--- src/rtl/vm_param_change_if.sv ---
// Front-panel, supplier and dispenser signals of the vending controller.
interface vm_param_change_if #(
    parameter int unsigned N_ITEMS = 6,
    parameter int unsigned COST_W  = 8,
    parameter int unsigned COUNT_W = 4,
    parameter int unsigned BAL_W   = 10
);
    localparam int unsigned IDX_W = $clog2(N_ITEMS);

    logic               sup_valid;
    logic               sup_ready;
    logic [IDX_W-1:0]   sup_item;
    logic [COUNT_W-1:0] sup_count;
    logic [COST_W-1:0]  sup_cost;
    logic [1:0]         coin;
    logic               coin_reject;
    logic [N_ITEMS-1:0] sel;
    logic               enter_key;
    logic               soft_rst;
    logic               product_valid;
    logic [IDX_W-1:0]   product_id;
    logic               change_valid;
    logic [1:0]         change_coin;
    logic [BAL_W-1:0]   balance;
    logic [COST_W-1:0]  info;
    logic [2:0]         status;

    // Panel / supplier side drives requests and observes the controller.
    modport master (
        output sup_valid, sup_item, sup_count, sup_cost, coin, sel, enter_key, soft_rst,
        input  sup_ready, coin_reject, product_valid, product_id, change_valid,
               change_coin, balance, info, status
    );

    // Controller side.
    modport slave (
        input  sup_valid, sup_item, sup_count, sup_cost, coin, sel, enter_key, soft_rst,
        output sup_ready, coin_reject, product_valid, product_id, change_valid,
               change_coin, balance, info, status
    );
endinterface

--- src/rtl/vm_param_change.sv ---
// Vending controller: coin credit, single-select purchase, supplier load and greedy change return.
module vm_param_change #(
    parameter int unsigned N_ITEMS     = 6,
    parameter int unsigned COST_W      = 8,
    parameter int unsigned COUNT_W     = 4,
    parameter int unsigned BAL_W       = 10,
    parameter int unsigned TIMEOUT_CYC = 64
) (
    input logic              clk,
    input logic              rst,
    vm_param_change_if.slave bus
);
    localparam int unsigned IDX_W = $clog2(N_ITEMS);
    localparam int unsigned TMR_W = $clog2(TIMEOUT_CYC + 1);
    localparam int unsigned MAX_W = (BAL_W > COST_W) ? BAL_W : COST_W;
    localparam int unsigned CMP_W = ((MAX_W > 5) ? MAX_W : 5) + 1;

    localparam logic [CMP_W-1:0] BAL_MAX  = CMP_W'((64'd1 << BAL_W) - 64'd1);
    localparam logic [TMR_W-1:0] TMR_LAST = TMR_W'(TIMEOUT_CYC - 1);

    localparam logic [2:0] ST_IDLE    = 3'b000;
    localparam logic [2:0] ST_PROC    = 3'b001;
    localparam logic [2:0] ST_VENDED  = 3'b010;
    localparam logic [2:0] ST_SOLD    = 3'b011;
    localparam logic [2:0] ST_INSUF   = 3'b100;
    localparam logic [2:0] ST_MULTI   = 3'b101;
    localparam logic [2:0] ST_CANCEL  = 3'b110;
    localparam logic [2:0] ST_LOADERR = 3'b111;

    localparam logic [1:0] COIN_5  = 2'b01;
    localparam logic [1:0] COIN_10 = 2'b10;
    localparam logic [1:0] COIN_25 = 2'b11;

    typedef enum logic [1:0] {S_IDLE, S_SELECT, S_VEND, S_CHANGE} state_t;

    state_t             state_q, state_d;
    logic [BAL_W-1:0]   bal_q, bal_d;
    logic [IDX_W-1:0]   idx_q, idx_d;
    logic [TMR_W-1:0]   tmr_q, tmr_d;
    logic               sup_ready_q, sup_ready_d;
    logic               coin_reject_q, coin_reject_d;
    logic               product_valid_q, product_valid_d;
    logic [IDX_W-1:0]   product_id_q, product_id_d;
    logic               change_valid_q, change_valid_d;
    logic [1:0]         change_coin_q, change_coin_d;
    logic [COST_W-1:0]  info_q, info_d;
    logic [2:0]         status_q, status_d;

    logic [COUNT_W-1:0] cnt_q  [N_ITEMS];
    logic [COST_W-1:0]  cost_q [N_ITEMS];
    logic               cnt_we, cost_we;
    logic [IDX_W-1:0]   wr_idx;
    logic [COUNT_W-1:0] cnt_wdata;
    logic [COST_W-1:0]  cost_wdata;

    logic [IDX_W:0]     sel_cnt;
    logic [IDX_W-1:0]   sel_idx;
    logic [CMP_W-1:0]   coin_val;
    logic [CMP_W-1:0]   bal_sum;
    logic [CMP_W-1:0]   bal_acc_ext;
    logic [CMP_W-1:0]   cost_ext;
    logic [CMP_W-1:0]   chg_val;
    logic [BAL_W-1:0]   bal_acc;
    logic               coin_acc;
    logic               load_bad;

    // Button popcount and index of the pressed button (meaningful when exactly one is pressed).
    always_comb begin
        sel_cnt = '0;
        sel_idx = '0;
        for (int unsigned i = 0; i < N_ITEMS; i++) begin
            if (bus.sel[i]) begin
                sel_cnt = sel_cnt + (IDX_W+1)'(1);
                sel_idx = IDX_W'(i);
            end
        end
    end

    // Coin decode, load validation and the greedy change coin for the current balance.
    always_comb begin
        coin_val = '0;
        case (bus.coin)
            COIN_5:  coin_val = CMP_W'(5);
            COIN_10: coin_val = CMP_W'(10);
            COIN_25: coin_val = CMP_W'(25);
            default: coin_val = '0;
        endcase
        bal_sum  = CMP_W'(bal_q) + coin_val;
        load_bad = ({1'b0, bus.sup_item} >= (IDX_W+1)'(N_ITEMS)) ||
                   ((bus.sup_cost % COST_W'(5)) != '0);
        cost_ext = CMP_W'(cost_q[idx_q]);
        if (CMP_W'(bal_q) >= CMP_W'(25)) begin
            chg_val       = CMP_W'(25);
            change_coin_d = COIN_25;
        end else if (CMP_W'(bal_q) >= CMP_W'(10)) begin
            chg_val       = CMP_W'(10);
            change_coin_d = COIN_10;
        end else begin
            chg_val       = CMP_W'(5);
            change_coin_d = COIN_5;
        end
    end

    // Next-state and registered-output logic.
    always_comb begin
        state_d         = state_q;
        bal_d           = bal_q;
        idx_d           = idx_q;
        tmr_d           = tmr_q;
        coin_reject_d   = 1'b0;
        product_valid_d = 1'b0;
        product_id_d    = '0;
        change_valid_d  = 1'b0;
        info_d          = info_q;
        status_d        = status_q;
        cnt_we          = 1'b0;
        cost_we         = 1'b0;
        wr_idx          = idx_q;
        cnt_wdata       = '0;
        cost_wdata      = '0;
        coin_acc        = 1'b0;
        bal_acc         = bal_q;

        // Credit is taken only while the customer can still shop; saturation refuses the coin.
        if (bus.coin != 2'b00) begin
            if ((state_q == S_IDLE || state_q == S_SELECT) && bal_sum <= BAL_MAX) begin
                coin_acc = 1'b1;
                bal_acc  = BAL_W'(bal_sum);
            end else begin
                coin_reject_d = 1'b1;
            end
        end
        bal_d       = bal_acc;
        bal_acc_ext = CMP_W'(bal_acc);

        case (state_q)
            S_IDLE: begin
                if (bus.sup_valid && sup_ready_q) begin
                    if (load_bad) begin
                        status_d = ST_LOADERR;
                    end else begin
                        cnt_we     = 1'b1;
                        cost_we    = 1'b1;
                        wr_idx     = bus.sup_item;
                        cnt_wdata  = bus.sup_count;
                        cost_wdata = bus.sup_cost;
                    end
                end else if (sel_cnt == (IDX_W+1)'(1)) begin
                    idx_d    = sel_idx;
                    info_d   = cost_q[sel_idx];
                    status_d = ST_PROC;
                    tmr_d    = '0;
                    state_d  = S_SELECT;
                end else if (sel_cnt > (IDX_W+1)'(1)) begin
                    status_d = ST_MULTI;
                end
            end
            S_SELECT: begin
                if (bus.soft_rst || tmr_q == TMR_LAST) begin
                    status_d = ST_CANCEL;
                    if (bal_acc == '0) begin
                        state_d = S_IDLE;
                        info_d  = '0;
                    end else begin
                        state_d = S_CHANGE;
                    end
                end else if (cnt_q[idx_q] == '0) begin
                    status_d = ST_SOLD;
                    if (bal_acc == '0) begin
                        state_d = S_IDLE;
                        info_d  = '0;
                    end else begin
                        state_d = S_CHANGE;
                    end
                end else if (bus.enter_key && bal_acc_ext >= cost_ext) begin
                    state_d         = S_VEND;
                    product_valid_d = 1'b1;
                    product_id_d    = idx_q;
                    cnt_we          = 1'b1;
                    wr_idx          = idx_q;
                    cnt_wdata       = cnt_q[idx_q] - COUNT_W'(1);
                    bal_d           = BAL_W'(bal_acc_ext - cost_ext);
                    status_d        = ST_VENDED;
                    info_d          = '0;
                end else begin
                    if (bus.enter_key) begin
                        status_d = ST_INSUF;
                    end
                    tmr_d = (bus.enter_key || coin_acc) ? '0 : tmr_q + TMR_W'(1);
                end
            end
            S_VEND: begin
                state_d = (bal_q != '0) ? S_CHANGE : S_IDLE;
            end
            S_CHANGE: begin
                if (bal_q == '0) begin
                    state_d = S_IDLE;
                    info_d  = '0;
                end else begin
                    change_valid_d = 1'b1;
                    bal_d          = BAL_W'(CMP_W'(bal_q) - chg_val);
                    if (CMP_W'(bal_q) == chg_val) begin
                        state_d = S_IDLE;
                        info_d  = '0;
                    end
                end
            end
            default: state_d = S_IDLE;
        endcase

        sup_ready_d = (state_d == S_IDLE);
    end

    // State and output registers.
    always_ff @(posedge clk or negedge rst) begin
        if (!rst) begin
            state_q         <= S_IDLE;
            bal_q           <= '0;
            idx_q           <= '0;
            tmr_q           <= '0;
            sup_ready_q     <= 1'b0;
            coin_reject_q   <= 1'b0;
            product_valid_q <= 1'b0;
            product_id_q    <= '0;
            change_valid_q  <= 1'b0;
            change_coin_q   <= 2'b00;
            info_q          <= '0;
            status_q        <= ST_IDLE;
        end else begin
            state_q         <= state_d;
            bal_q           <= bal_d;
            idx_q           <= idx_d;
            tmr_q           <= tmr_d;
            sup_ready_q     <= sup_ready_d;
            coin_reject_q   <= coin_reject_d;
            product_valid_q <= product_valid_d;
            product_id_q    <= product_id_d;
            change_valid_q  <= change_valid_d;
            change_coin_q   <= change_valid_d ? change_coin_d : 2'b00;
            info_q          <= info_d;
            status_q        <= status_d;
        end
    end

    // Inventory table: stock counts and prices per slot.
    always_ff @(posedge clk or negedge rst) begin
        if (!rst) begin
            for (int unsigned i = 0; i < N_ITEMS; i++) begin
                cnt_q[i]  <= '0;
                cost_q[i] <= '0;
            end
        end else begin
            if (cnt_we) begin
                cnt_q[wr_idx] <= cnt_wdata;
            end
            if (cost_we) begin
                cost_q[wr_idx] <= cost_wdata;
            end
        end
    end

    assign bus.sup_ready     = sup_ready_q;
    assign bus.coin_reject   = coin_reject_q;
    assign bus.product_valid = product_valid_q;
    assign bus.product_id    = product_id_q;
    assign bus.change_valid  = change_valid_q;
    assign bus.change_coin   = change_coin_q;
    assign bus.balance       = bal_q;
    assign bus.info          = info_q;
    assign bus.status        = status_q;
endmodule

--- src/flat_wrapper.sv ---
// flat-port wrapper written by rule: the top's interface ports become plain ports
module vm_param_change_flat 
#(
    parameter int unsigned N_ITEMS     = 6,
    parameter int unsigned COST_W      = 8,
    parameter int unsigned COUNT_W     = 4,
    parameter int unsigned BAL_W       = 10,
    parameter int unsigned TIMEOUT_CYC = 64
)
  (clk, rst, bus_sup_valid, bus_sup_item, bus_sup_count, bus_sup_cost, bus_coin, bus_sel, bus_enter_key, bus_soft_rst, bus_sup_ready, bus_coin_reject, bus_product_valid, bus_product_id, bus_change_valid, bus_change_coin, bus_balance, bus_info, bus_status);
  vm_param_change_if #(.N_ITEMS(N_ITEMS), .COST_W(COST_W), .COUNT_W(COUNT_W), .BAL_W(BAL_W)) bus_i ();
  input logic clk;
  input logic rst;
  input wire logic [$bits(bus_i.sup_valid)-1:0] bus_sup_valid;
  input wire logic [$bits(bus_i.sup_item)-1:0] bus_sup_item;
  input wire logic [$bits(bus_i.sup_count)-1:0] bus_sup_count;
  input wire logic [$bits(bus_i.sup_cost)-1:0] bus_sup_cost;
  input wire logic [$bits(bus_i.coin)-1:0] bus_coin;
  input wire logic [$bits(bus_i.sel)-1:0] bus_sel;
  input wire logic [$bits(bus_i.enter_key)-1:0] bus_enter_key;
  input wire logic [$bits(bus_i.soft_rst)-1:0] bus_soft_rst;
  output wire logic [$bits(bus_i.sup_ready)-1:0] bus_sup_ready;
  output wire logic [$bits(bus_i.coin_reject)-1:0] bus_coin_reject;
  output wire logic [$bits(bus_i.product_valid)-1:0] bus_product_valid;
  output wire logic [$bits(bus_i.product_id)-1:0] bus_product_id;
  output wire logic [$bits(bus_i.change_valid)-1:0] bus_change_valid;
  output wire logic [$bits(bus_i.change_coin)-1:0] bus_change_coin;
  output wire logic [$bits(bus_i.balance)-1:0] bus_balance;
  output wire logic [$bits(bus_i.info)-1:0] bus_info;
  output wire logic [$bits(bus_i.status)-1:0] bus_status;
  assign bus_i.sup_valid = bus_sup_valid;
  assign bus_i.sup_item = bus_sup_item;
  assign bus_i.sup_count = bus_sup_count;
  assign bus_i.sup_cost = bus_sup_cost;
  assign bus_i.coin = bus_coin;
  assign bus_i.sel = bus_sel;
  assign bus_i.enter_key = bus_enter_key;
  assign bus_i.soft_rst = bus_soft_rst;
  assign bus_sup_ready = bus_i.sup_ready;
  assign bus_coin_reject = bus_i.coin_reject;
  assign bus_product_valid = bus_i.product_valid;
  assign bus_product_id = bus_i.product_id;
  assign bus_change_valid = bus_i.change_valid;
  assign bus_change_coin = bus_i.change_coin;
  assign bus_balance = bus_i.balance;
  assign bus_info = bus_i.info;
  assign bus_status = bus_i.status;
  vm_param_change #(.N_ITEMS(N_ITEMS), .COST_W(COST_W), .COUNT_W(COUNT_W), .BAL_W(BAL_W), .TIMEOUT_CYC(TIMEOUT_CYC)) u_core (.clk(clk), .rst(rst), .bus(bus_i));
endmodule
--- config.mk ---
export PLATFORM = sky130hd
export DESIGN_NAME = vm_param_change_flat
export DESIGN_NICKNAME = d
export VERILOG_FILES = /design/src/rtl/vm_param_change_if.sv /design/src/rtl/vm_param_change.sv /design/src/flat_wrapper.sv
export SDC_FILE = /design/constraint.sdc
export NUM_CORES = 1
export LEC_CHECK = 0
export ABC_CLOCK_PERIOD_IN_PS = 5650
export CAP_MARGIN = 20
export CORE_MARGIN = 5
export CORE_UTILIZATION = 50
export DETAILED_ROUTE_END_ITERATION = 12
export PLACE_DENSITY = 0.8
export SYNTH_ARGS = -nofsm -noshare
export SYNTH_HDL_FRONTEND = slang
export SYNTH_SLANG_ARGS = --single-unit
--- constraint.sdc ---
create_clock -name clk -period 5.65 [get_ports clk]
set_clock_uncertainty 0.15 [all_clocks]
set_input_delay 1.695 -clock clk [delete_from_list [all_inputs] [get_ports clk]]
set_output_delay 1.695 -clock clk [all_outputs]
set_load 0.02 [all_outputs]
# After elaboration in Yosys (flattened, before gate mapping)
# Index checks and enable logic that the tools add are counted.
# word_totals
regBits,114
in_bits,28
# classes
add_sub_neg,10
div,1
magnitude_cmp,10
n_eq_ne,19
muxes,104
bitwise,4
n_reduce_logical,22
# ops
cell,n
$mux W8,16
$mux W10,6
$mux W4,14
$mux W3,17
$bmux W8 S3,2
$bwmux W48,1
$mux W7,6
$mux W2,14
$bwmux W24,1
$demux W8 S3,1
$pmux W8 S3,1
$logic_not A10 Y1,2
$pmux W10 S2,1
$add A4 B1 Y4 const B,4
$mux W1,15
$pmux W5 S3,1
$pmux W7 S2,1
$bmux W4 S3,1
$demux W4 S3,1
$ge A4 B4 Y1 const B,3
$not A3 Y4,3
$add A10 B5 Y11,1
$le A11 B10 Y1 const B,1
$eq A10 B5 Y1,1
other kinds (39),56

# Logic depth before layout (Yosys ltp)
# depth
depth_word,16
ltp_mapped,21

# Worst setup path after synthesis
# No wires, ideal clock.
# synth_timing
path_kind,input port to flip-flop
startpoint,input bus_coin[0]
endpoint,register u_core.cnt_q[20] (netlist bit)
setup_time_ps,125
t_arrival_ps,6242
t_required_ps,5375
slack_ps,-866
stages,19
path_buffers,2
cell_sequence,ha_1 > fa_1 > a211o_1 > a21oi_1 > o31a_1 > clkbuf_1 > mux2i_1 > inv_1 > ha_1 > nor2b_1 > o21ai_0 > a31oi_1 > a211oi_1 > a311o_1 > or2_2 > clkbuf_1 > inv_1 > a31oi_1 > mux2_2
# synth_between
elab_chain_len,14
word_cells_on_any_way,21
# synth_lines
item,line_no,text
from (decl),flat_wrapper.sv:18,input wire logic [$bits(bus_i.coin)-1:0] bus_coin;
$eq A2 B2 Y1 / $eq A2 B1 Y1 (equally long branches),vm_param_change.sv:82,case (bus.coin)
$pmux W5 S3,vm_param_change.sv:82,
$add A10 B5 Y11,vm_param_change.sv:88,bal_sum = CMP_W'(bal_q) + coin_val;
$le A11 B10 Y1,vm_param_change.sv:126,if ((state_q == S_IDLE || state_q == S_SELECT) && bal_sum <= BAL_MAX) begin
$logic_and A1 B1 Y1,vm_param_change.sv:126,
$mux W10,vm_param_change.sv:126,
$mux W10 (*),vm_param_change.sv:125,if (bus.coin != 2'b00) begin
$ge A10 B8 Y1 (*),vm_param_change.sv:175,end else if (bus.enter_key && bal_acc_ext >= cost_ext) begin
$logic_and A1 B1 Y1 (*),vm_param_change.sv:175,
$mux W4,vm_param_change.sv:175,
$mux W4,vm_param_change.sv:167,end else if (cnt_q[idx_q] == '0) begin
$mux W4,vm_param_change.sv:159,if (bus.soft_rst || tmr_q == TMR_LAST) begin
$pmux W4 S2,vm_param_change.sv:136,case (state_q)
$bwmux W24,vm_param_change.sv:254,cnt_q[wr_idx] <= cnt_wdata;
"to (signal, indexed assignment)",vm_param_change.sv:254,
to (decl),vm_param_change.sv:49,logic [COUNT_W-1:0] cnt_q [N_ITEMS];
# Mark *: on every way between the ends. The rest lies on a longest branch, timed or not.
# A chain may end at the register's enable or synchronous reset.

# Worst setup path in the final report
# layout_timing
startpoint,input bus_coin[0]
endpoint,register u_core.cnt_q[14] (netlist bit)
# The elaborated chain is that of the path after synthesis.

==> summary.txt <==
Run status
  • Status: finished clean

Routing
  • Wirelength, routed: 24.2 mm
  • DR WL/cell: 19.6 um
  • Initial DRC Count: 749
  • DRC: 0
  • Post-route ant nets: 0
  • First drt pass iteration count: 6
  • Vias: 7587
  • Vias/cell: 6.14

Placement
  • Port bufs: 57
  • Hpwl dp: 16.9 mm
  • Placed cells: 1190
  • DP Area: 9990 um2
  • GPL Wtd Cong: 0.969

Logic synthesis
  • Seq/Total Area, Yosys: 34.7%
  • Top-count cell post-synth: dfrtp_1
  • Post-synth top area cell: dfrtp_1
  • Seq cells post-synth: 114
  • Post-synth EDFFs: 0
  • Syn_area_per_cell: 9.86 um2
  • Post-synth ARST share: 100%
  • Post-synthesis cell type count: 85
  • Synth top area share: 34.7%
  • Syn nets: 893
  • Main flop type after synthesis: dfrtp_1
  • Largest cells by area after synthesis: dfrtp_1, mux2_2, mux4_2
  • Mapped Cells: 833
  • Syn. warnings: 0
  • Post-synth top cells: dfrtp_1, mux2_2, a21oi_1, nor2_1, nand2_1
  • Mapped Area: 8220 um2

Finish
  • Layout area overhead: 31.6%
  • Area of the multi-input gates: 5220 um2
  • Fin area: 10800 um2
  • Final Non-Filler Cells: 1236
  • Sequential cell area: 2850 um2
  • Total Nets Final: 1067
  • Layout filler cell count: 1170
  • Layout cells sized above 1: 32.5%
  • ANT cells: 0

Global route
  • Vias in the first global route: 7637
  • All-layer global routing usage: 24.6%
  • Met2 Resource Use GR: 42.5%
  • Largest net degree at the start of global routing: 56
  • Met1 layer usage reported by global route: 29.7%
  • Global-route wire length before repair: 38.8 mm
  • Initial antenna violation count: 0
  • GR Layer Usage met3: 4.34%
  • Grt peak-use layer: met2
  • Total grt overflow: 0

Worst hold path
  • Hold Path Class: reg2reg
  • Hold EP: u_core.tmr_q[6]
  • Hold Path Origin: u_core.tmr_q[6]
  • Hold Path Depth: 2

Clocking
  • H-tree Lvls: 4
  • Hold Buf Count CTS: 0
  • Clock network latency to the later pin of the worst-skew pair: 0.43 ns
  • Longest Clk Path Bufs: 2
  • Clock root buffer: clkbuf_16
  • # clock sinks: 114
  • CTS tree: done
  • Reg clk slew, reported paths: 0.06 ns
  • Num CTS Buffers: 17

Worst setup path
  • Reg2reg end: u_core.cnt_q[14]
  • Setup crit start kind: primary input
  • Worst EP required: 5.81 ns
  • WP data arrival: 5.66 ns
  • Worst R2R Setup Slack: 1.04 ns
  • CP bufs+invs: 3
  • FF-to-FF Start: u_core.bus.balance[0]
  • CP max FO: 5
  • WS Path Type: in2reg
  • Reg2Reg Depth: 19
  • Slowest cell on crit path: fa_2
  • Crit. End Element: register
  • Delay-heaviest family, CP: compound AO/OA/AOI/OAI gates
  • Critical path, cell by cell: buf_6 -> ha_4 -> fa_2 -> a211o_1 -> a21oi_2 -> o31a_1 -> buf_4 -> a21oi_4 -> ha_4 -> fa_2 -> nor2b_2 -> o21ai_2 -> a31oi_2 -> a211oi_2 -> a311o_1 -> or2_4 -> inv_8 -> nand4_1 -> o31ai_4 -> mux2_4
  • Critical Path Max Stage Delay: 0.37 ns

Floorplanning
  • Row count: 46
  • DIE WIDTH: 138 um
  • Core Box Area: 16000 um2
  • Die H: 138 um
  • Initial Util: 51.3%
  • Num ports: 58
  • DIE AREA: 19100 um2

Run
  • Max-Cap Viols: 0

Timing
  • Hold_ws: 0.350 ns
  • Finish-stage setup viols: 0
  • Worst-margin pin slew: 1.08 ns
  • Final period util: 97.2%
  • Slew headroom: 27.3%
  • Fin. Hold Viols: 0
  • F_max: 0.182 GHz
  • Final Max Tran Viols: 0
  • Final min period: 5.49 ns

Power
  • PwrDens: 365 nW/um2
  • P_leak: 4.87 nW
  • Worst vdd ir: 0.285 mV
  • Tot Pwr: 3.95 mW
==> timing repair <==
action | 4_1_cts | 5_1_grt
setup endpoints to repair | 47 | 63
buffers inserted | 5 | 8
pin swaps | 12 | 21
resized for setup | 13 | 29
gates cloned | 1 | 0
endpoints found under the hold margin | 0 | 0
==> sequential cells by signal, indices dropped and copies added, names as in the netlist <==
name,cells
u_core.bus.info,8
u_core.cnt_q,24
u_core.bus.product_valid,1
u_core.cost_q,48
u_core.bus.coin_reject,1
u_core.bus.sup_ready,1
u_core.tmr_q,7
u_core.bus.change_valid,1
u_core.idx_q,3
u_core.bus.product_id,3
u_core.state_q,2
u_core.bus.status,3
u_core.bus.change_coin,2
u_core.bus.balance,10
==> per-stage QoR <==
| stage | util (%) | setup WS (ns) | TNS (ns) |
|---|---|---|---|
| global placement | 62.4 | -0.703 | -32.99 |
| finish | 67.6 | 0.159 | 0 |
| CTS | 66.6 | 0.0188 | 0 |
| floorplan | - | -0.138 | -2.01 |
| global route | 67.6 | -0.0142 | -0.0429 |
| detailed placement | 62.4 | -0.805 | -38.79 |
==> where the power goes <==
part           switching, mW  internal, mW
Combinational          0.940         0.898
Clock                  0.398         0.671
Sequential             0.146         0.894
==> worst min-delay path, delay by kind of cell, from the launching register on <==
family,cells,cell delay [ns]
DFF,1,0.32
and+or+nand+nor,1,0.09
buffers and inverters,1,0.05
==> final cells by class <==
cell class	count	share of cell area, %
Inverter	46	1.67
Sequential cell	114	26.4
Timing Repair Buffer	204	15.7
Tap cell	216	2.50
Multi-Input combinational cell	624	48.3
Clock buffer	20	4.22
Clock inverter	12	1.24
==> cell usage in the layout, fill, tap and decap left out, types with 7 or more instances in the layout <==
master / n
ha_1: 22
dfrtp_1: 114
nor3b_1: 7
a31oi_1: 8
xor2_1: 13
nor2b_1: 16
mux2_2: 63
clkdlybuf4s50_1: 52
nor2_1: 49
nand3_1: 14
xnor2_1: 11
a21oi_1: 45
nor3_1: 14
clkbuf_16: 17
or3_1: 9
mux2i_1: 25
a211oi_1: 8
o22ai_1: 15
o21ai_0: 39
mux4_2: 20
nand2_1: 49
a21boi_0: 7
inv_1: 44
buf_4: 145
nand2b_1: 15
mux2_4: 17
==> worst max path at each step <==
stage,startpoint,endpoint,slack (ns),cells past startpoint
floorplan,bus_coin[0],u_core.cnt_q[12],-0.14,20
global placement,bus_coin[0],u_core.cnt_q[14],-0.70,19
detailed placement,bus_coin[0],u_core.cnt_q[19],-0.81,18
CTS,bus_coin[1],u_core.cnt_q[22],0.02,20
global route,bus_coin[0],u_core.cnt_q[15],-0.01,22
finish,bus_coin[0],u_core.cnt_q[14],0.16,20
==> layer usage <==
metal | up-vias | routed length, um
met4 | 0 | 880
li1 | 3456 | -
met1 | 3748 | 9580
met3 | 72 | 1410
met5 | - | 0
met2 | 311 | 12300
==> cell families after synthesis <==
logic type	synth area share (%)
xor+xnor	3.11
buf+inv	4.80
compound gates	17.0
simple gates	15.2
mux	19.9
fa+ha+maj	5.27
flops	34.7
(Power assumes the default switching activity.)
